### config.mk
export PLATFORM = sky130hd
export DESIGN_NAME = max_pool_ctrl
export DESIGN_NICKNAME = d
export VERILOG_FILES = /design/src/rtl/max_pool_ctrl.sv
export SDC_FILE = /design/constraint.sdc
export NUM_CORES = 1
export LEC_CHECK = 0
export BUFFER_PORTS_ARGS = -buffer_cell sky130_fd_sc_hd__buf_2
export CORE_MARGIN = 5
export CORE_UTILIZATION = 45
export CTS_BUF_LIST = sky130_fd_sc_hd__clkbuf_16
export DETAILED_ROUTE_END_ITERATION = 7
export HOLD_SLACK_MARGIN = 0.1
export PLACE_DENSITY = 0.69
export SLEW_MARGIN = 20
export SYNTH_ARGS = -nofsm -noshare
export SYNTH_HDL_FRONTEND = slang
export SYNTH_SLANG_ARGS = --single-unit
### constraint.sdc
create_clock -name clk -period 6.9 [get_ports clk]
set_input_delay 1.38 -clock clk [delete_from_list [all_inputs] [get_ports clk]]
set_output_delay 1.38 -clock clk [all_outputs]
set_load 0.02 [all_outputs]
### src/rtl/max_pool_ctrl.sv
// Sequencer for one 2x2 max-pool unit: walks every channel and window of a stored map,
// feeds the pool unit and writes the pooled results. Define MAX_POOL_CTRL_RELU_EN for fused ReLU.
module max_pool_ctrl #(
  parameter int BITWIDTH = 17,
  parameter int IN_W     = 28,
  parameter int IN_H     = 28,
  parameter int CHANNELS = 6,
  parameter int ADDR_W   = 13
) (
  input  logic                         clk,
  input  logic                         reset,
  input  logic                         start,
  output logic                         busy,
  output logic                         done,
  output logic                         rd_en,
  output logic [ADDR_W-1:0]            rd_addr,
  input  logic signed [BITWIDTH-1:0]   rd_data,
  output logic signed [BITWIDTH-1:0]   pool_a,
  output logic signed [BITWIDTH-1:0]   pool_b,
  output logic signed [BITWIDTH-1:0]   pool_c,
  output logic signed [BITWIDTH-1:0]   pool_d,
  output logic                         pool_valid,
  input  logic signed [2*BITWIDTH-1:0] pool_result,
  input  logic                         pool_result_valid,
  output logic                         wr_en,
  output logic [ADDR_W-1:0]            wr_addr,
  output logic signed [BITWIDTH-1:0]   wr_data
);

  localparam int OUT_W = IN_W / 2;
  localparam int OUT_H = IN_H / 2;
  localparam int CH_W  = (CHANNELS > 1) ? $clog2(CHANNELS) : 1;
  localparam int ROW_W = (OUT_H > 1) ? $clog2(OUT_H) : 1;
  localparam int COL_W = (OUT_W > 1) ? $clog2(OUT_W) : 1;

  // Moving to the next row pair or to the next channel is the same address jump.
  localparam logic [ADDR_W-1:0] STEP_COL = ADDR_W'(2);
  localparam logic [ADDR_W-1:0] STEP_ROW = ADDR_W'(IN_W + 2);
  localparam logic [ADDR_W-1:0] ROW_OFS  = ADDR_W'(IN_W);

  localparam logic [3:0] S_IDLE  = 4'd0;
  localparam logic [3:0] S_RD0   = 4'd1;
  localparam logic [3:0] S_RD1   = 4'd2;
  localparam logic [3:0] S_RD2   = 4'd3;
  localparam logic [3:0] S_RD3   = 4'd4;
  localparam logic [3:0] S_CAPT  = 4'd5;
  localparam logic [3:0] S_ISSUE = 4'd6;
  localparam logic [3:0] S_WAIT  = 4'd7;
  localparam logic [3:0] S_WRITE = 4'd8;
  localparam logic [3:0] S_FIN   = 4'd9;

  logic [3:0]                 state_q, state_d;
  logic [CH_W-1:0]            ch_q, ch_d;
  logic [ROW_W-1:0]           orow_q, orow_d;
  logic [COL_W-1:0]           ocol_q, ocol_d;
  logic [ADDR_W-1:0]          win_q, win_d;
  logic [ADDR_W-1:0]          oidx_q, oidx_d;
  logic signed [BITWIDTH-1:0] a_q, a_d, b_q, b_d, c_q, c_d;

  logic                       busy_q, done_q, rd_en_q, pool_valid_q, wr_en_q;
  logic [ADDR_W-1:0]          rd_addr_q, rd_addr_d, wr_addr_q;
  logic signed [BITWIDTH-1:0] pool_a_q, pool_b_q, pool_c_q, pool_d_q, wr_data_q;

  logic                       last_col, last_row, last_ch;
  logic signed [BITWIDTH-1:0] result_trunc;
  logic                       unused_result_hi;

  assign last_col = (ocol_q == COL_W'(OUT_W - 1));
  assign last_row = (orow_q == ROW_W'(OUT_H - 1));
  assign last_ch  = (ch_q == CH_W'(CHANNELS - 1));

`ifdef MAX_POOL_CTRL_RELU_EN
  assign result_trunc = pool_result[2*BITWIDTH-1] ? '0 : pool_result[BITWIDTH-1:0];
`else
  assign result_trunc = pool_result[BITWIDTH-1:0];
`endif
  // The max of BITWIDTH-bit samples never needs the upper half.
  assign unused_result_hi = ^pool_result[2*BITWIDTH-1:BITWIDTH];

  always_comb begin
    // NOTE: every variable gets a default first so no path leaves it unassigned (no latch).
    state_d = state_q;
    ch_d    = ch_q;
    orow_d  = orow_q;
    ocol_d  = ocol_q;
    win_d   = win_q;
    oidx_d  = oidx_q;
    a_d     = a_q;
    b_d     = b_q;
    c_d     = c_q;
    case (state_q)
      S_IDLE: if (start) begin
        state_d = S_RD0;
        ch_d    = '0;
        orow_d  = '0;
        ocol_d  = '0;
        win_d   = '0;
        oidx_d  = '0;
      end
      S_RD0:   state_d = S_RD1;
      S_RD1: begin a_d = rd_data; state_d = S_RD2; end
      S_RD2: begin b_d = rd_data; state_d = S_RD3; end
      S_RD3: begin c_d = rd_data; state_d = S_CAPT; end
      S_CAPT:  state_d = S_ISSUE;
      S_ISSUE: state_d = S_WAIT;
      S_WAIT:  if (pool_result_valid) state_d = S_WRITE;
      S_WRITE: begin
        oidx_d = oidx_q + ADDR_W'(1);
        win_d  = win_q + (last_col ? STEP_ROW : STEP_COL);
        if (!last_col) begin
          ocol_d = ocol_q + COL_W'(1);
        end else begin
          ocol_d = '0;
          if (!last_row) begin
            orow_d = orow_q + ROW_W'(1);
          end else begin
            orow_d = '0;
            ch_d   = last_ch ? '0 : ch_q + CH_W'(1);
          end
        end
        state_d = (last_col && last_row && last_ch) ? S_FIN : S_RD0;
      end
      S_FIN:   state_d = S_IDLE;
      default: state_d = S_IDLE;
    endcase
  end

  always_comb begin
    rd_addr_d = rd_addr_q;
    case (state_d)
      S_RD0:   rd_addr_d = win_d;
      S_RD1:   rd_addr_d = win_d + ADDR_W'(1);
      S_RD2:   rd_addr_d = win_d + ROW_OFS;
      S_RD3:   rd_addr_d = win_d + ROW_OFS + ADDR_W'(1);
      default: ;
    endcase
  end

  // Outputs are registered from the next state so each strobe lines up with its state.
  always_ff @(posedge clk or posedge reset) begin
    if (reset) begin
      state_q      <= S_IDLE;
      ch_q         <= '0;
      orow_q       <= '0;
      ocol_q       <= '0;
      win_q        <= '0;
      oidx_q       <= '0;
      a_q          <= '0;
      b_q          <= '0;
      c_q          <= '0;
      busy_q       <= 1'b0;
      done_q       <= 1'b0;
      rd_en_q      <= 1'b0;
      rd_addr_q    <= '0;
      pool_a_q     <= '0;
      pool_b_q     <= '0;
      pool_c_q     <= '0;
      pool_d_q     <= '0;
      pool_valid_q <= 1'b0;
      wr_en_q      <= 1'b0;
      wr_addr_q    <= '0;
      wr_data_q    <= '0;
    end else begin
      // NOTE: non-blocking assignments so every register samples pre-edge values.
      state_q      <= state_d;
      ch_q         <= ch_d;
      orow_q       <= orow_d;
      ocol_q       <= ocol_d;
      win_q        <= win_d;
      oidx_q       <= oidx_d;
      a_q          <= a_d;
      b_q          <= b_d;
      c_q          <= c_d;
      busy_q       <= (state_d != S_IDLE) && (state_d != S_FIN);
      done_q       <= (state_d == S_FIN);
      rd_en_q      <= (state_d >= S_RD0) && (state_d <= S_RD3);
      rd_addr_q    <= rd_addr_d;
      pool_valid_q <= (state_d == S_ISSUE);
      wr_en_q      <= (state_d == S_WRITE);
      if (state_q == S_CAPT) begin
        pool_a_q <= a_q;
        pool_b_q <= b_q;
        pool_c_q <= c_q;
        pool_d_q <= rd_data;
      end
      if (state_d == S_WRITE) begin
        wr_addr_q <= oidx_q;
        wr_data_q <= result_trunc;
      end
    end
  end

  assign busy       = busy_q;
  assign done       = done_q;
  assign rd_en      = rd_en_q;
  assign rd_addr    = rd_addr_q;
  assign pool_a     = pool_a_q;
  assign pool_b     = pool_b_q;
  assign pool_c     = pool_c_q;
  assign pool_d     = pool_d_q;
  assign pool_valid = pool_valid_q;
  assign wr_en      = wr_en_q;
  assign wr_addr    = wr_addr_q;
  assign wr_data    = wr_data_q;

endmodule

==> results of run 1 <==
synthesized netlist by cell type, types with 3 or more instances:
library cell / n
a21o_1: 5
a21oi_1: 14
a221oi_1: 4
a22oi_1: 5
a31oi_1: 4
and2_1: 4
and3_1: 8
buf_2: 4
clkbuf_1: 33
dfrtp_1: 208
ha_1: 8
inv_1: 15
mux2_2: 133
mux2i_1: 8
nand2_1: 107
nand3_1: 22
nand4_1: 9
nor2_1: 27
nor3_1: 21
nor4b_1: 3
o211ai_1: 6
o21a_1: 5
o21ai_0: 39
o31ai_1: 4
or3_1: 5
xnor2_1: 17
xor2_1: 10
worst paths after layout:
| kind | startpoint | end | cells after the start |
|---|---|---|---|
| max | ocol_q[1] | rd_addr[12] | 19 |
| min | b_q[7] | b_q[7] | 2 |
| max reg2reg | ocol_q[1] | rd_addr[12] | 19 |
| min reg2reg | b_q[7] | b_q[7] | 2 |
| max in group asynchronous | reset | rd_addr[4] | 3 |
| min in group asynchronous | reset | wr_data[0] | 2 |
sequential cells by signal, summed over array words and instances, names as in the netlist, 17 cells and up:
register and cells:
a_q 17, pool_d 17, pool_c 17, c_q 17
b_q 17, wr_data 17, pool_b 17, pool_a 17
critical path: cells and delay by family, from the launching register on:
| kind | cells | cell delay, ns |
|---|---|---|
| AOI/OAI and AO/OA | 6 | 1.44 |
| and+or+nand+nor | 5 | 1.04 |
| adders and majority gates | 3 | 0.79 |
| xor gates and xnor gates | 2 | 0.44 |
| DFF | 1 | 0.40 |
| muxes | 1 | 0.28 |
| buffers and inverters | 2 | 0.25 |
stage by stage:
step	setup WS [ns]	power, mW	util	hold slack (ns)
final	2.128	5.476	0.5460	0.4671
after global routing	1.679	5.853	0.5460	0.4881
after CTS	2.148	5.554	0.5460	0.4718
after detailed placement	2.159	4.335	0.5101	0.4568
after global placement	2.260	4.275	0.5101	0.4529
after floorplan	2.467	3.629	-	0.4401
final cells by class:
class / instances / area, µm² / share of cell area
clock inverters: 17 / 157.7 / 0.01413
inverters: 17 / 67.56 / 0.006057
clock buffers: 23 / 575.6 / 0.05160
repair buffers: 162 / 845.8 / 0.07583
multi-input cells: 527 / 3965 / 0.3555
well taps: 270 / 337.8 / 0.03029
flip-flops and latches: 208 / 5205 / 0.4666
routing by layer:
metal | up-vias | wire length, µm | share of wire | global-route usage
li1 | 3114 | - | - | -
met1 | 3269 | 8861 | 0.42 | 0.2279
met2 | 171 | 10200 | 0.48 | 0.2883
met3 | 25 | 1759 | 0.083 | 0.06035
met4 | 2 | 305 | 0.014 | 0.04542
met5 | - | 13 | 0.00061 | 0
kinds of logic (layout without fill, tap and decap cells):
| group | count (synthesis) | count (layout) | share of synthesized area |
|---|---|---|---|
| and+or+nand+nor | 230 | 230 | 0.1214 |
| DFF | 208 | 208 | 0.5539 |
| muxes | 141 | 141 | 0.1679 |
| AOI/OAI and AO/OA | 119 | 119 | 0.08975 |
| buffers and inverters | 59 | 219 | 0.02650 |
| xor gates and xnor gates | 29 | 29 | 0.02983 |
| adders and majority gates | 8 | 8 | 0.01065 |
power groups by stage:
stage	logic (mW)	clock network [mW]	registers (mW)
after floorplan	1.18	0	2.45
after global placement	2.16	0	2.12
after global routing	2.37	1.28	2.20
after CTS	2.20	1.22	2.13
after detailed placement	2.20	0	2.14
final	2.17	1.19	2.12
==> key figures, run 1 <==
Routing
  • Drt first-iter violations: 389
  • DRT Wirelength: 21140 µm
  • DRC errors left: 0
  • Vias after detailed routing: 6581
  • First-pass iteration count of the detailed router: 5
  • Via-per-instance ratio: 5.377
  • Antenna-violating nets left: 0
  • Average wire length per cell after detail routing: 17.27 µm

Synthesis
  • Instance count of the mapped netlist: 794
  • Number of flops mapped to enable cells by yosys: 0
  • Main flop type after synthesis: dfrtp_1
  • Post-synthesis sequential element count: 208
  • Top post-synthesis cells by area: dfrtp_1, mux2_2, nand2_1
  • Post-synthesis net count: 857
  • Share of Yosys cell area claimed by the top area cell type: 0.5539
  • Summed instance area of the synthesized netlist: 0.009397 mm²
  • Mean post-synth cell area: 11.83 µm²
  • Yosys cell types: 77
  • Most area-hungry cell type in the Yosys netlist: dfrtp_1
  • Ys async rst share: 1.000
  • Number of warnings printed during yosys synthesis: 0
  • Sequential fraction of the synthesis area: 0.5539

Timing
  • Final-layout setup total negative slack: 0 ns
  • Final hold viol count: 0
  • Final number of max-transition violations: 0
  • Unrepaired setup endpoints after global routing: false
  • Fmax achieved: 209.6 MHz
  • Transition time at the pin with the least slew margin: 0.9555 ns
  • Worst rel slew slack: 0.3615
  • Period minus WS final: 4.772 ns
  • Number of setup violations in the final report: 0
  • Share of the clock period used by the worst path after layout: 0.6915
  • Post-Route Skew: 0.01558 ns

Finish
  • Number of nets in the finished design: 1002
  • Post-route cell area: 0.01115 mm²
  • Layout filler cell count: 1807
  • Fin cells: 1224
  • Most frequent cells in the layout: dfrtp_1, buf_2, mux2_2, nand2_1, o21ai_0
  • Antenna diode instance count: 0
  • Share of final-layout standard cells stronger than drive strength 1: 0.3774
  • Most frequent standard cell in the layout excluding fill and tap cells: dfrtp_1
  • Area added between synthesis and finish: 18.71%

Worst setup path
  • Cell with the most instances on the worst path: ha_1
  • Highest cell delay on the worst timing path: 0.45 ns
  • Critical path launch point type: flip-flop
  • Worst path cell trace: inv_1 -> ha_1 -> nand3_1 -> xnor2_1 -> ha_1 -> nor2_1 -> mux2i_1 -> xnor2_1 -> a22oi_1 -> ha_1 -> inv_1 -> nand2_1 -> a211oi_1 -> a21oi_1 -> or3_1 -> a21oi_4 -> nand3_4 -> o311a_1 -> a2111oi_1
  • Endpoint kind of the worst setup timing path: flip-flop
  • Register-to-register setup slack: 2.13 ns
  • Required @ worst endpoint: 7.27 ns
  • Crit path kind: flip-flop to flip-flop
  • CP max-delay cell: or3_1
  • Data arrival time at the worst-slack endpoint: 5.14 ns
  • Crit-path max FO: 9

Placement
  • Cell count after placement: 1184
  • Half-perimeter wire length after placement: 14350 µm
  • Port bufs: 153
  • Placed cell area: 0.01042 mm²
  • Final estimated routing congestion in global placement: 0.8112

Floorplan
  • Top-level I/O count: 171
  • Total core area: 0.02043 mm²
  • Die area: 0.02387 mm²
  • Starting utilization of the core area: 0.4599
  • Die outline width: 154.5 µm
  • Std-Cell Rows: 52
  • Die height: 154.5 µm

CTS
  • CTS Root Cell: clkbuf_16
  • H-Tree Depth: 1
  • Quantity of gates resized following cts: 0
  • Number of buffers added to fix hold violations after cts: 0
  • Clock Latency Late Sink: 0.50 ns
  • Num Clock Sinks: 208
  • TritonCTS clock tree: built
  • Number of buffers added by the clock tree synthesis step: 23
  • Buffer levels on the longest clock path: 3
  • Post-CTS setup-driven buffer insertion count: 0
  • Clock-pin slew on the worst setup and hold paths: 0.06 ns

Power and ir drop
  • Power per cell area: 490.9 mW/mm²
  • Worst vdd ir: 0.0002678 V
  • Fraction of power spent switching nets: 0.3796
  • Sequential cell fraction of total power: 0.387
  • Combinational share of power: 0.396
  • Leakage power: 5.089 nW
  • Fraction of power consumed by the clock network: 0.217
  • P_int: 3.398 mW
  • Switching component of the power: 2.079 mW

Min path
  • Worst Hold Class: flip-flop to flip-flop

Status
  • Outcome: finished clean

Global route
  • First-pass GRT wire length: 35180 µm
  • Vias in the first global route: 6802
  • Total GRT Usage: 0.1768
  • Initial antenna violation count: 1
  • Pin count of the biggest net entering global routing: 129
  • Grt ovf: 0

Flow run
  • Count of maximum capacitance violations: 0
Note: power is estimated with default switching activity, not from simulation.
==> inputs of run 2 (changes only) <==
--- a/config.mk
+++ b/config.mk
@@ -11,7 +11,7 @@
 export CTS_BUF_LIST = sky130_fd_sc_hd__clkbuf_16
 export DETAILED_ROUTE_END_ITERATION = 7
 export HOLD_SLACK_MARGIN = 0.1
-export PLACE_DENSITY = 0.69
+export PLACE_DENSITY = 0.67
 export SLEW_MARGIN = 20
 export SYNTH_ARGS = -nofsm -noshare
 export SYNTH_HDL_FRONTEND = slang
==> constraint.sdc (replaced) <==
create_clock -name clk -period 4.4 [get_ports clk]
set_input_delay 0.88 -clock clk [delete_from_list [all_inputs] [get_ports clk]]
set_output_delay 0.88 -clock clk [all_outputs]
set_load 0.02 [all_outputs]
==> run 2 against run 1 <==
  * Via count up 0.90%
  * Fmax rose by 17%
  * Utilization is 0.43 points higher
  * Non-clock buffer count increased by 9
  * Global-route usage fell by 0.12 points
  * Power is 57% higher
  * Register-to-register slack worse by 1.8 ns
  * Cell count rose by 0.90%
==> key figures, run 2 (synthesis gave the netlist of run 1 again) <==
Routing
  • Average wire length per cell after detail routing: 17.05 µm (was 17.27 µm)
  • DRT Wirelength: 21060 µm (was 21140 µm)
  • Antenna-violating nets left: 0 (unchanged)
  • First-pass iteration count of the detailed router: 4 (was 5)
  • Drt first-iter violations: 401 (was 389)
  • Via-per-instance ratio: 5.377 (about the same)
  • Vias after detailed routing: 6640 (was 6581)
  • DRC errors left: 0 (unchanged)

Worst setup path
  • Crit path kind: flip-flop to flip-flop (unchanged)
  • CP max-delay cell: or3_4 (was or3_1)
  • Worst path cell trace: inv_1 -> ha_1 -> nand3_1 -> xnor2_1 -> ha_2 -> buf_4 -> mux2i_2 -> xnor2_1 -> a22oi_2 -> ha_2 -> inv_2 -> nand2_1 -> a211oi_2 -> a21oi_1 -> or3_4 -> a21oi_4 -> nand3_4 -> o311a_1 -> a2111oi_1 (was inv_1 -> ha_1 -> nand3_1 -> xnor2_1 -> ha_1 -> nor2_1 -> mux2i_1 -> xnor2_1 -> a22oi_1 -> ha_1 -> inv_1 -> nand2_1 -> a211oi_1 -> a21oi_1 -> or3_1 -> a21oi_4 -> nand3_4 -> o311a_1 -> a2111oi_1)
  • Kind of cell adding the most delay to the critical path: compound AO/OA/AOI/OAI gates (unchanged)
  • Number of buffer and inverter stages on the critical path: 3 (was 2)
  • Critical path launch point type: flip-flop (unchanged)
  • Required @ worst endpoint: 4.78 ns (was 7.27 ns)
  • Endpoint kind of the worst setup timing path: flip-flop (unchanged)
  • Crit-path max FO: 4 (was 9)
  • Highest cell delay on the worst timing path: 0.43 ns (was 0.45 ns)
  • Data arrival time at the worst-slack endpoint: 4.47 ns (was 5.14 ns)

Finish
  • Layout filler cell count: 1794 (was 1807)
  • Fin cells: 1235 (was 1224)
  • Post-route cell area: 0.01124 mm² (was 0.01115 mm²)
  • Share of final-layout standard cells stronger than drive strength 1: 0.3896 (was 0.3774)
  • Register cell area after layout: 0.005205 mm² (unchanged)
  • Multi-input gate area: 0.003989 mm² (was 0.003965 mm²)
  • Antenna diode instance count: 0 (unchanged)
  • Most frequent cells in the layout: dfrtp_1, buf_2, mux2_2, nand2_1, o21ai_0 (unchanged)
  • Number of nets in the finished design: 1011 (was 1002)
  • Most frequent standard cell in the layout excluding fill and tap cells: dfrtp_1 (unchanged)
  • Final Util: 0.5503 (was 0.5460)
  • Area added between synthesis and finish: 19.64% (was 18.71%)

Power and ir drop
  • Power per cell area: 765.6 mW/mm² (was 490.9 mW/mm²)
  • P_int: 5.319 mW (was 3.398 mW)
  • Switching component of the power: 3.288 mW (was 2.079 mW)
  • Worst vdd ir: 0.0004921 V (was 0.0002678 V)
  • Fraction of power spent switching nets: 0.3820 (was 0.3796)
  • Final Total Pwr: 8.607 mW (was 5.476 mW)
  • Leakage power: 5.133 nW (was 5.089 nW)
  • Combinational share of power: 0.403 (was 0.396)
  • Sequential cell fraction of total power: 0.384 (was 0.387)
  • Fraction of power consumed by the clock network: 0.213 (was 0.217)

Floorplan
  • Die area: 0.02387 mm² (unchanged)
  • Die height: 154.5 µm (unchanged)
  • Die outline width: 154.5 µm (unchanged)
  • Top-level I/O count: 171 (unchanged)
  • Total core area: 0.02043 mm² (unchanged)
  • Std-Cell Rows: 52 (unchanged)
  • Starting utilization of the core area: 0.4599 (unchanged)

Global route
  • Vias in the first global route: 6657 (was 6802)
  • Initial antenna violation count: 0 (was 1)
  • First-pass GRT wire length: 34900 µm (was 35180 µm)
  • Pin count of the biggest net entering global routing: 138 (was 129)
  • Grt ovf: 0 (unchanged)
  • Total GRT Usage: 0.1756 (was 0.1768)

Placement
  • Setup Slack @ Placement: 0.1174 ns (was 2.159 ns)
  • Placed cell area: 0.01047 mm² (was 0.01042 mm²)
  • Cell count after placement: 1191 (was 1184)
  • Final estimated routing congestion in global placement: 0.8657 (was 0.8112)
  • Port bufs: 153 (unchanged)
  • Half-perimeter wire length after placement: 14210 µm (was 14350 µm)

Min path
  • Worst Hold Class: flip-flop to flip-flop (unchanged)

CTS
  • Buffer levels on the longest clock path: 3 (unchanged)
  • H-Tree Depth: 1 (unchanged)
  • Num Clock Sinks: 208 (unchanged)
  • CTS Root Cell: clkbuf_16 (unchanged)
  • Number of buffers added by the clock tree synthesis step: 23 (unchanged)
  • Clock Latency Late Sink: 0.51 ns (was 0.50 ns)
  • TritonCTS clock tree: built (unchanged)
  • Clock-pin slew on the worst setup and hold paths: 0.06 ns (about the same)

Status
  • Outcome: finished clean (unchanged)

Timing
  • Final number of max-transition violations: 0 (unchanged)
  • Final setup slack of the worst path: 0.3112 ns (was 2.128 ns)
  • Final-layout setup total negative slack: 0 ns (unchanged)
  • Worst rel slew slack: 0.3426 (was 0.3615)
  • Min Hold Slack: 0.4667 ns (was 0.4671 ns)
  • Transition time at the pin with the least slew margin: 0.9861 ns (was 0.9555 ns)
  • Share of the clock period used by the worst path after layout: 0.9293 (was 0.6915)
  • Post-Route Skew: 0.009797 ns (was 0.01558 ns)
  • Period minus WS final: 4.089 ns (was 4.772 ns)
  • Number of setup violations in the final report: 0 (unchanged)
  • Fmax achieved: 244.6 MHz (was 209.6 MHz)
  • Final hold viol count: 0 (unchanged)

Flow run
  • Count of maximum capacitance violations: 0 (unchanged)
==> run 2: layer usage <==
layer,vias up,global-route usage,share of wire
met4,0,0.03701,0.020
met5,-,0,0
met2,178,0.2822,0.47
met3,34,0.05253,0.072
met1,3275,0.2380,0.44
li1,3153,-,-
==> run 2: power groups by stage <==
stage	Combinational (mW)	Sequential (mW)	Clock, mW
3_5_place_dp	3.49	3.33	0
2_1_floorplan	1.86	3.83	0
4_1_cts	3.50	3.31	1.89
6_report	3.47	3.31	1.84
3_3_place_gp	3.44	3.29	0
5_1_grt	3.78	3.43	1.98
==> run 2: tightest hold or removal path: stages, from the launching register on <==
cell and delay (ns):
dfrtp_1 0.33, nand2_1 0.05, nand2_1 0.05
==> run 2: final timing paths <==
path | cells after the start | slack [ns] | startpoint | endpoint
setup / recovery | 19 | 0.31 | ocol_q[1] | rd_addr[12]
hold / removal | 2 | 0.47 | b_q[15] | b_q[15]
setup reg to reg | 19 | 0.31 | ocol_q[1] | rd_addr[12]
hold reg to reg | 2 | 0.47 | b_q[15] | b_q[15]
max in group asynchronous | 3 | 3.14 | reset | pool_c[12]
min in group asynchronous | 3 | 0.58 | reset | pool_b[5]
==> run 2: area by class of cell <==
class	instances	share of cell area
timing repair buffer	171	0.08125
tap	270	0.03005
clock buffer	23	0.05120
clock inverter	19	0.01369
inverter	17	0.006010
sequential	208	0.4630
multi-input combinational	527	0.3548
==> run 2: what timing repair did <==
action,in CTS,in global routing
endpoints found under the setup margin,0,2
resized for setup,0,7
setup buffers,0,2
hold buffers,0,0
==> inputs of run 3 (changes only) <==
==> constraint.sdc (replaced) <==
create_clock -name clk -period 4.7 [get_ports clk]
set_input_delay 0.94 -clock clk [delete_from_list [all_inputs] [get_ports clk]]
set_output_delay 0.94 -clock clk [all_outputs]
set_load 0.02 [all_outputs]
==> run 3 against run 2 <==
  * Utilization is 0.21 points higher
  * Largest power group unchanged
  * Power is 5.0% lower
  * First-iteration DRC count is 23% lower
  * Die area stayed put
  * Via count is 0.45% higher
  * Sequential cell count stayed put
  * Critical endpoint unchanged
  * Design area is 0.38% higher
  * Non-clock buffer count is 2 lower
==> key figures, run 3 (synthesis gave the netlist of run 1 again) <==
CTS
  • H-Tree Depth: 1 (unchanged)
  • Buffer levels on the longest clock path: 3 (unchanged)
  • Clock Latency Late Sink: 0.52 ns (was 0.51 ns)
  • Post-CTS setup-driven buffer insertion count: 0 (unchanged)
  • Clock-pin slew on the worst setup and hold paths: 0.06 ns (about the same)
  • TritonCTS clock tree: built (unchanged)
  • Number of buffers added by the clock tree synthesis step: 24 (was 23)
  • CTS Root Cell: clkbuf_16 (unchanged)
  • Num Clock Sinks: 208 (unchanged)

Global route
  • Pin count of the biggest net entering global routing: 130 (was 138)
  • Grt ovf: 0 (unchanged)
  • Total GRT Usage: 0.1804 (was 0.1756)
  • Vias in the first global route: 6832 (was 6657)
  • Initial antenna violation count: 0 (unchanged)
  • First-pass GRT wire length: 36040 µm (was 34900 µm)

Timing
  • Period minus WS final: 4.358 ns (was 4.089 ns)
  • Final number of max-transition violations: 0 (unchanged)
  • Final hold viol count: 0 (unchanged)
  • Worst rel slew slack: 0.3609 (was 0.3426)
  • Final-layout setup total negative slack: 0 ns (unchanged)
  • Share of the clock period used by the worst path after layout: 0.9273 (was 0.9293)
  • Fmax achieved: 229.5 MHz (was 244.6 MHz)
  • Unrepaired setup endpoints after global routing: false
  • Final setup slack of the worst path: 0.3419 ns (was 0.3112 ns)
  • Min Hold Slack: 0.4687 ns (was 0.4667 ns)
  • Number of setup violations in the final report: 0 (unchanged)
  • Transition time at the pin with the least slew margin: 0.9564 ns (was 0.9861 ns)
  • Post-Route Skew: 0.01238 ns (was 0.009797 ns)

Power and ir drop
  • Combinational share of power: 0.398 (was 0.403)
  • Sequential cell fraction of total power: 0.375 (was 0.384)
  • Worst vdd ir: 0.0004265 V (was 0.0004921 V)
  • Leakage power: 5.153 nW (was 5.133 nW)
  • P_int: 5.068 mW (was 5.319 mW)
  • Switching component of the power: 3.106 mW (was 3.288 mW)
  • Final Total Pwr: 8.174 mW (was 8.607 mW)
  • Fraction of power spent switching nets: 0.3799 (was 0.3820)
  • Fraction of power consumed by the clock network: 0.226 (was 0.213)
  • Power per cell area: 724.3 mW/mm² (was 765.6 mW/mm²)

Placement
  • Port bufs: 153 (unchanged)
  • Final estimated routing congestion in global placement: 0.8611 (was 0.8657)
  • Cell count after placement: 1191 (unchanged)
  • Half-perimeter wire length after placement: 14420 µm (was 14210 µm)
  • Setup Slack @ Placement: 0.3331 ns (was 0.1174 ns)
  • Placed cell area: 0.01047 mm² (unchanged)

Finish
  • Layout filler cell count: 1786 (was 1794)
  • Final Util: 0.5524 (was 0.5503)
  • Share of final-layout standard cells stronger than drive strength 1: 0.3855 (was 0.3896)
  • Most frequent standard cell in the layout excluding fill and tap cells: dfrtp_1 (unchanged)
  • Antenna diode instance count: 0 (unchanged)
  • Fin cells: 1235 (unchanged)
  • Most frequent cells in the layout: dfrtp_1, buf_2, mux2_2, nand2_1, o21ai_0 (unchanged)
  • Area added between synthesis and finish: 20.09% (was 19.64%)
  • Number of nets in the finished design: 1010 (was 1011)
  • Post-route cell area: 0.01128 mm² (was 0.01124 mm²)

Status
  • Outcome: finished clean (unchanged)

Routing
  • Antenna-violating nets left: 0 (unchanged)
  • Via-per-instance ratio: 5.401 (was 5.377)
  • DRC errors left: 0 (unchanged)
  • Vias after detailed routing: 6670 (was 6640)
  • Drt first-iter violations: 307 (was 401)
  • DRT Wirelength: 21290 µm (was 21060 µm)
  • Average wire length per cell after detail routing: 17.23 µm (was 17.05 µm)
  • First-pass iteration count of the detailed router: 5 (was 4)

Floorplan
  • Total core area: 0.02043 mm² (unchanged)
  • Top-level I/O count: 171 (unchanged)
  • Die height: 154.5 µm (unchanged)
  • Starting utilization of the core area: 0.4599 (unchanged)
  • Die outline width: 154.5 µm (unchanged)
  • Die area: 0.02387 mm² (unchanged)
  • Std-Cell Rows: 52 (unchanged)

Worst setup path
  • Data arrival time at the worst-slack endpoint: 4.75 ns (was 4.47 ns)
  • Critical path launch point type: flip-flop (unchanged)
  • Endpoint kind of the worst setup timing path: flip-flop (unchanged)
  • Crit path kind: flip-flop to flip-flop (unchanged)
  • Crit-path max FO: 6 (was 4)
  • Required @ worst endpoint: 5.09 ns (was 4.78 ns)

Min path
  • Worst Hold Class: flip-flop to flip-flop (unchanged)

Flow run
  • Count of maximum capacitance violations: 0 (unchanged)
[run 3: area by class of cell]
| class | instances | area, µm² | area share |
|---|---|---|---|
| flip-flops and latches | 208 | 5205 | 0.4612 |
| multi-input cells | 527 | 3971 | 0.3519 |
| repair buffers | 169 | 898.4 | 0.07961 |
| clock buffers | 24 | 600.6 | 0.05322 |
| well taps | 270 | 337.8 | 0.02994 |
| clock inverters | 20 | 203.9 | 0.01807 |
| inverters | 17 | 67.56 | 0.005987 |
[run 3: repair_timing]
action,in CTS,in global routing
resized for setup,0,2
endpoints found under the setup margin,0,1
hold buffers,0,0
[run 3: worst paths after layout]
| check | start | cells after the start | end | slack [ns] |
|---|---|---|---|---|
| worst max register to register | ocol_q[1] | 19 | rd_addr[12] | 0.34 |
| worst min-delay path | b_q[11] | 2 | b_q[11] | 0.47 |
| worst max-delay path | ocol_q[1] | 19 | rd_addr[12] | 0.34 |
| min in group asynchronous | reset | 2 | pool_b[0] | 0.53 |
| max in group asynchronous | reset | 3 | rd_addr[9] | 3.08 |
| worst min register to register | b_q[11] | 2 | b_q[11] | 0.47 |
[run 3: critical path, cell delays in order (launching register included)]
cell and delay [ns]:
dfrtp_1 0.41, inv_1 0.06, ha_1 0.17, nand3_1 0.12
xnor2_1 0.17, ha_2 0.25, nor2_1 0.06, mux2i_2 0.23
xnor2_1 0.15, a22oi_1 0.13, ha_1 0.35, inv_1 0.19
nand2_1 0.07, a211oi_1 0.24, a21oi_1 0.12, or3_1 0.45
a21oi_4 0.21, nand3_4 0.11, o311a_1 0.36, a2111oi_1 0.36
[run 3: power by group through the flow]
stage	clock network [mW]	registers, mW	logic, mW
3_5_place_dp	0	3.10	3.29
4_1_cts	1.90	3.08	3.30
3_3_place_gp	0	3.07	3.24
6_report	1.85	3.07	3.26
5_1_grt	1.99	3.19	3.57
2_1_floorplan	0	3.59	1.74
[run 3: per-layer routing]
layer / part of all wire / global-route usage
met5: 0 / 0
met4: 0.022 / 0.04331
met3: 0.075 / 0.05756
met2: 0.46 / 0.2876
met1: 0.44 / 0.2420
